**src/rtl/param_sync_fifo.sv**
```systemverilog
// param_sync_fifo: synchronous FIFO with occupancy count, almost-full/empty flags and sticky overflow/underflow; define PARAM_SYNC_FIFO_FWFT_EN for first-word-fall-through rdata
module param_sync_fifo #(
    parameter int DSIZE    = 8,
    parameter int ASIZE    = 4,
    parameter int AF_LEVEL = 12,
    parameter int AE_LEVEL = 2
) (
    input  logic             clk,
    input  logic             rst,
    input  logic [DSIZE-1:0] wdata,
    input  logic             winc,
    input  logic             rinc,
    input  logic             err_clr,
    output logic [DSIZE-1:0] rdata,
    output logic             wfull,
    output logic             rempty,
    output logic             walmost_full,
    output logic             ralmost_empty,
    output logic [ASIZE:0]   count,
    output logic             overflow,
    output logic             underflow
);
    localparam logic [ASIZE:0] AF = (ASIZE+1)'(AF_LEVEL);
    localparam logic [ASIZE:0] AE = (ASIZE+1)'(AE_LEVEL);

    if (AE_LEVEL < 0 || AE_LEVEL >= AF_LEVEL || AF_LEVEL > 2**ASIZE) begin : g_bad_levels
        $error("param_sync_fifo: need 0 <= AE_LEVEL < AF_LEVEL <= 2**ASIZE");
    end

    logic [DSIZE-1:0] mem [2**ASIZE];
    logic [ASIZE:0]   wptr, rptr;
    logic             wr_ok, rd_ok;

    // Extra pointer bit distinguishes full from empty, so the difference is the occupancy.
    assign count         = wptr - rptr;
    assign wfull         = count[ASIZE];
    assign rempty        = count == '0;
    assign walmost_full  = count >= AF;
    assign ralmost_empty = count <= AE;
    assign wr_ok         = winc & ~wfull;
    assign rd_ok         = rinc & ~rempty;

    always_ff @(posedge clk or posedge rst) begin
        if (rst) begin
            wptr      <= '0;
            rptr      <= '0;
            overflow  <= 1'b0;
            underflow <= 1'b0;
        end else begin
            if (wr_ok) wptr <= wptr + 1'b1;
            if (rd_ok) rptr <= rptr + 1'b1;
            overflow  <= (winc & wfull) | (overflow & ~err_clr);
            underflow <= (rinc & rempty) | (underflow & ~err_clr);
        end
    end

    always_ff @(posedge clk) begin
        if (wr_ok) mem[wptr[ASIZE-1:0]] <= wdata;
    end

`ifdef PARAM_SYNC_FIFO_FWFT_EN
    assign rdata = rempty ? '0 : mem[rptr[ASIZE-1:0]];
`else
    always_ff @(posedge clk or posedge rst) begin
        if (rst) rdata <= '0;
        else if (rd_ok) rdata <= mem[rptr[ASIZE-1:0]];
    end
`endif
endmodule

```
**config.mk**
```make
export PLATFORM = sky130hd
export DESIGN_NAME = param_sync_fifo
export DESIGN_NICKNAME = d
export VERILOG_FILES = /design/src/rtl/param_sync_fifo.sv
export SDC_FILE = /design/constraint.sdc
export NUM_CORES = 1
export LEC_CHECK = 0
export CORE_MARGIN = 3
export CORE_UTILIZATION = 60
export CTS_BUF_LIST = sky130_fd_sc_hd__clkbuf_8
export DETAILED_ROUTE_END_ITERATION = 16
export GPL_ROUTABILITY_DRIVEN = 0
export PLACE_DENSITY = 0.84
export SYNTH_ARGS = -nofsm -noshare
export SYNTH_HDL_FRONTEND = slang
export SYNTH_SLANG_ARGS = --single-unit
export TNS_END_PERCENT = 10
```
**constraint.sdc**
```tcl
create_clock -name clk -period 4.8 [get_ports clk]
set_input_delay 0.48 -clock clk [delete_from_list [all_inputs] [get_ports clk]]
set_output_delay 0.48 -clock clk [all_outputs]
set_load 0.05 [all_outputs]
```
# --- Word level (Yosys, flattened, before mapping) ---
# Memory sizes are Yosys's and may differ from the RTL's. A register that Yosys moved wholly into a read port is not among the register bits.
# Index checks and enable logic that the tools add are counted.
op_classes:
  add_sub_neg: 3
  n_lt_le_gt_ge: 2
  mux: 2
  bitwise_logic: 11
  n_reduce_logical: 1
ops:
  columns: ["op", "n"]
  rows:
  - ["5-bit by 1-bit adder with 5-bit output, second input constant", 2]
  - ["1-bit bitwise AND", 6]
  - ["5-bit by 4-bit greater-or-equal comparator with 1-bit output, second input constant", 1]
  - ["5-bit by 2-bit <= comparator with 1-bit output, second input constant", 1]
  - ["5-bit zero test", 1]
  - ["5-bit subtractor", 1]
  - ["1-bit inverter", 3]
  - ["1-bit 2-to-1 mux", 2]
  - ["1-bit OR", 2]
word_totals:
  reg_bits: 12
  ram_bits: 128
  inputBits: 13
  out_inout_bits: 19
  wordCells: 24
  n_memories: 1
memory_table:
  columns: ["memory", "words", "width", "read_ports", "rd_ports_with_merged_regs", "wr", "line", "text"]
  rows:
  - ["mem", 16, 8, 1, 1, 1, "30", "logic [DSIZE-1:0] mem [2**ASIZE];"]

# --- Depth between registers and ports, before layout ---
depth:
  depth_word: 5
  ltp_mapped: 12
  ltp_nobuf: 9

# --- Worst setup path before layout ---
# Ideal clock, no wire load.
synth_path:
  path_type: "reg2out"
  startpoint: "register rptr[2]"
  endpoint: "output port ralmost_empty"
  arrival_time_ns: 4.932
  setup_slack_ns: -0.612
  path_stages_with_launch: 12
  n_path_buf: 4
  path_cell_list: "dfrtp_1 > buf_2 > buf_2 > buf_2 > inv_1 > clkbuf_1 > ha_1 > nand3_1 > and3_1 > nor2_1 > inv_1 > a2111oi_0"
synth_via:
  elab_chain_len: 2
synth_lines:
  columns: ["item", "line", "text"]
  rows:
  - ["from (decl)", "31", "logic [ASIZE:0] wptr, rptr;"]
  - ["from (signal assigned)", "51", "if (rd_ok) rptr <= rptr + 1'b1;"]
  - ["5-bit subtractor", "35", "assign count = wptr - rptr;"]
  - ["named net wfull", "15", "output logic wfull,"]
  - ["5-bit by 2-bit <= comparator with 1-bit output", "39", "assign ralmost_empty = count <= AE;"]
  - ["to (decl)", "18", "output logic ralmost_empty,"]
# The timed path passes the listed nets, and every way through them passes these cells.

# --- Final worst setup path ---
layout_path:
  startpoint: "register rptr[3]"
  endpoint: "output port ralmost_empty"
layout_via:
  elab_chain_len: 2
layout_lines:
  columns: ["item", "line"]
  rows:
  - ["5-bit subtractor", "35"]
  - ["5-bit by 2-bit <= comparator with 1-bit output", "39"]
# Every way passes these cells.

==> summary.txt <==
Synth
  – Number of synthesized register bits: 148
  – Area leader, netlist: edfxtp_1
  – Synthesized instance count: between 300 and 400
  – Prevailing post-synth register cell: edfxtp_1
  – Most common cell in the netlist: edfxtp_1
  – Post-synth top cells: edfxtp_1 (128), nand2_1 (36), mux4_2 (32), dfrtp_1 (20), nor2_1 (14)
  – Synth area leaders: edfxtp_1 (64%), mux4_2 (12%), dfrtp_1 (8.3%), nand2_1 (2.2%), ha_1 (1.9%)
  – Top-area cell type share of the netlist area: 0.637
  – Syn nets: 360
  – Synthesized area: just over 6000 um2
  – FFs w/ async S/R, synth: 0.135
  – Sequential-to-total area share from yosys stat: 0.720
  – Warnings from Yosys: 0
  – Unique masters post-synth: 33
  – EDFF count, synth: 128
  – Post-Syn Area per Cell: 17.9 um2

Clocking
  – Skew-Pair Late Insertion Delay: approximately 440 ps
  – Clock tree buffer depth: 2
  – Post-CTS Resized: 0
  – TritonCTS Sinks: 148
  – CTS buffer count: 17
  – CTS H-Tree Depth: 4
  – CTS tree: yes
  – CTS clock-pin slew for the worst setup and hold paths: 80 ps
  – Hold buffer count at cts: 0
  – Post-CTS setup buffers: 0
  – CTS root buf: clkbuf_8

Timing
  – Crit share post-route: 0.876
  – Setup ws final: 593 ps
  – Post-route setup TNS: 0 ps
  – Tmin final: 4210 ps
  – Fmax: around 0.24 GHz
  – RSZ-0062 raised after global routing: false
  – Hold WS: ~490 ps
  – Final hold viol count: 0
  – Slew margin rel.: 0.415
  – Pins over their slew limit: 0
  – Clock skew: between 15 and 20 ps
  – Count of final setup violators: 0
  – Worst Max-Slew Pin Slew: 874 ps

Run
  – Max-cap violations: 0

Drt
  – Antenna viol nets, final: 0
  – Vias/cell: between 6 and 7
  – Post-Route WL: 11,800 um
  – Vias: 3,175
  – Wire per inst: 22.8 um
  – Pre-antenna DRT Iters: 5
  – DRC errors left: 0
  – Iter 0 DRT Violations: 321

Pwr
  – Maximum VDD drop: 0.676 mV
  – Pwr/cell area: 710 nW/um2
  – Internal: 2.86 mW
  – NetSw: 2.00 mW
  – Sequential share of power: 0.350
  – Comb pwr share: 0.460
  – Clock power share: 0.190
  – Net Sw Frac: 0.412
  – Leakage: approximately 2.4 nW

Outcome
  – Status: finished clean

Cells and area
  – Area growth from synthesis to layout: 13.5%
  – Layout cells sized above 1: 0.219
  – Ant diodes: 0
  – Nets: 399
  – Fill cells: 546
  – Design area: 6850 um2

Critical path
  – Worst Path Arrival: roughly 3700 ps
  – CP endpoint kind: output port
  – Reg2reg path depth: 7
  – Worst Path Max Fanout: 11
  – WS Path Type: reg -> out
  – Worst Setup Start Kind: flop
  – Worst EP required: 4320 ps

Place
  – DP Area: 6470 um2
  – Post-Place Setup Slack: 1120 ps
  – PortBufs: 31
  – Detailed placer's ending HPWL: ~7400 um

GRT
  – Grt ovf: 0
  – First-pass GRT wire length: 19,000 um
  – Antenna violations before repair: 0
  – Largest net degree at the start of global routing: 36
  – Vias in the first global route: 3,342
  – GR Util All Layers: 0.231

Die
  – I/O pin cnt: 32
  – Starting Density: 0.635
  – FP Rows: 35
  – Core Area: around 9500 um2
  – Die height: 106 um
  – Die span in x: 106 um
  – Full die area: roughly 11,000 um2

Min path
  – Worst Hold Class: in -> async
## power groups by stage
stage                     logic, mW  registers (mW)  clock network (mW)
after global placement         2.18            1.71                   0
after detailed placement       2.21            1.73                   0
final                          2.24            1.70               0.924
after floorplan                1.52            1.82                   0
after global routing           2.38            1.72               0.988
after CTS                      2.24            1.70               0.932
## state kept, by name, indices dropped and copies added, names as in the netlist
signal     count
wptr           5
rdata          8
mem          128
rptr           5
underflow      1
overflow       1
## through the flow
| stage | util | instances | power (mW) |
|---|---|---|---|
| 2_1_floorplan | - | 337 | 3.34 |
| 3_3_place_gp | 0.681 | 486 | 3.89 |
| 3_5_place_dp | 0.681 | 486 | 3.94 |
| 4_1_cts | 0.721 | 518 | 4.87 |
| 5_1_grt | 0.721 | 518 | 5.09 |
| 6_report | 0.721 | 518 | 4.86 |
## logic make-up (layout without fill, tap and decap cells)
group,after synthesis,in the layout,synth area share
xor+xnor,10,10,0.0145
simple gates,79,79,0.0603
compound gates,17,17,0.0224
mux,42,42,0.138
buf+inv,31,83,0.0232
flops,148,148,0.720
fa+ha+maj,10,10,0.0220
## cell usage in the layout, fill, tap and decap left out, types with 2 or more instances in the layout
master           Yosys  routed
a21oi_1              2       2
a22o_1               2       2
a31oi_1              8       8
and3_1              10      10
buf_4                2       7
clkbuf_8             0      17
clkdlybuf4s50_1      0      31
clkinv_2             0       3
clkinvlp_4           0       2
dfrtp_1             20      19
edfxtp_1           128     128
ha_1                 9       9
inv_1               12      12
inv_6                0       5
inv_8                0       3
mux2_2              10      10
mux4_2              32      32
nand2_1             36      36
nand2b_1             3       3
nand3_1              6       6
nand4_1              2       2
nor2_1              14      14
nor3_1               4       4
xnor2_1              8       8
xor2_1               2       2
## cell type report
type	count	area, um2	area share
Inverter	13	48.8	0.00712
Multi-Input combinational cell	158	1550	0.227
Clock inverter	15	146	0.0214
Sequential cell	148	4350	0.634
Timing Repair Buffer	38	363	0.0529
Tap cell	129	161	0.0236
Clock buffer	17	234	0.0341
## layer usage
| metal | GRT usage | vias up | share of wire |
|---|---|---|---|
| met1 | 0.315 | 1600 | 0.40 |
| met4 | 0.0870 | 0 | 0.022 |
| li1 | - | 1381 | - |
| met3 | 0.0613 | 23 | 0.084 |
| met2 | 0.364 | 171 | 0.49 |
| met5 | 0 | - | 0 |
## final timing paths
path / slack [ps] / startpoint / end
max in group asynchronous: 3780 / rst / rptr[0]
hold reg to reg: 500 / wptr[4] / wptr[4]
min in group clk: 500 / wptr[4] / wptr[4]
hold / removal: 490 / rst / rdata[0]
setup / recovery: 590 / rptr[3] / ralmost_empty
setup reg to reg: 1520 / rptr[3] / mem[12][5]
## worst max-delay path, stage by stage (launching register included)
cell and delay, ps:
dfrtp_1 480, inv_1 310, ha_1 340, a21oi_1 190, a21oi_1 140, nor2_1 430, inv_1 190, a2111oi_1 350
clkdlybuf4s50_1 870
Note: power is estimated with default switching activity, not from simulation.
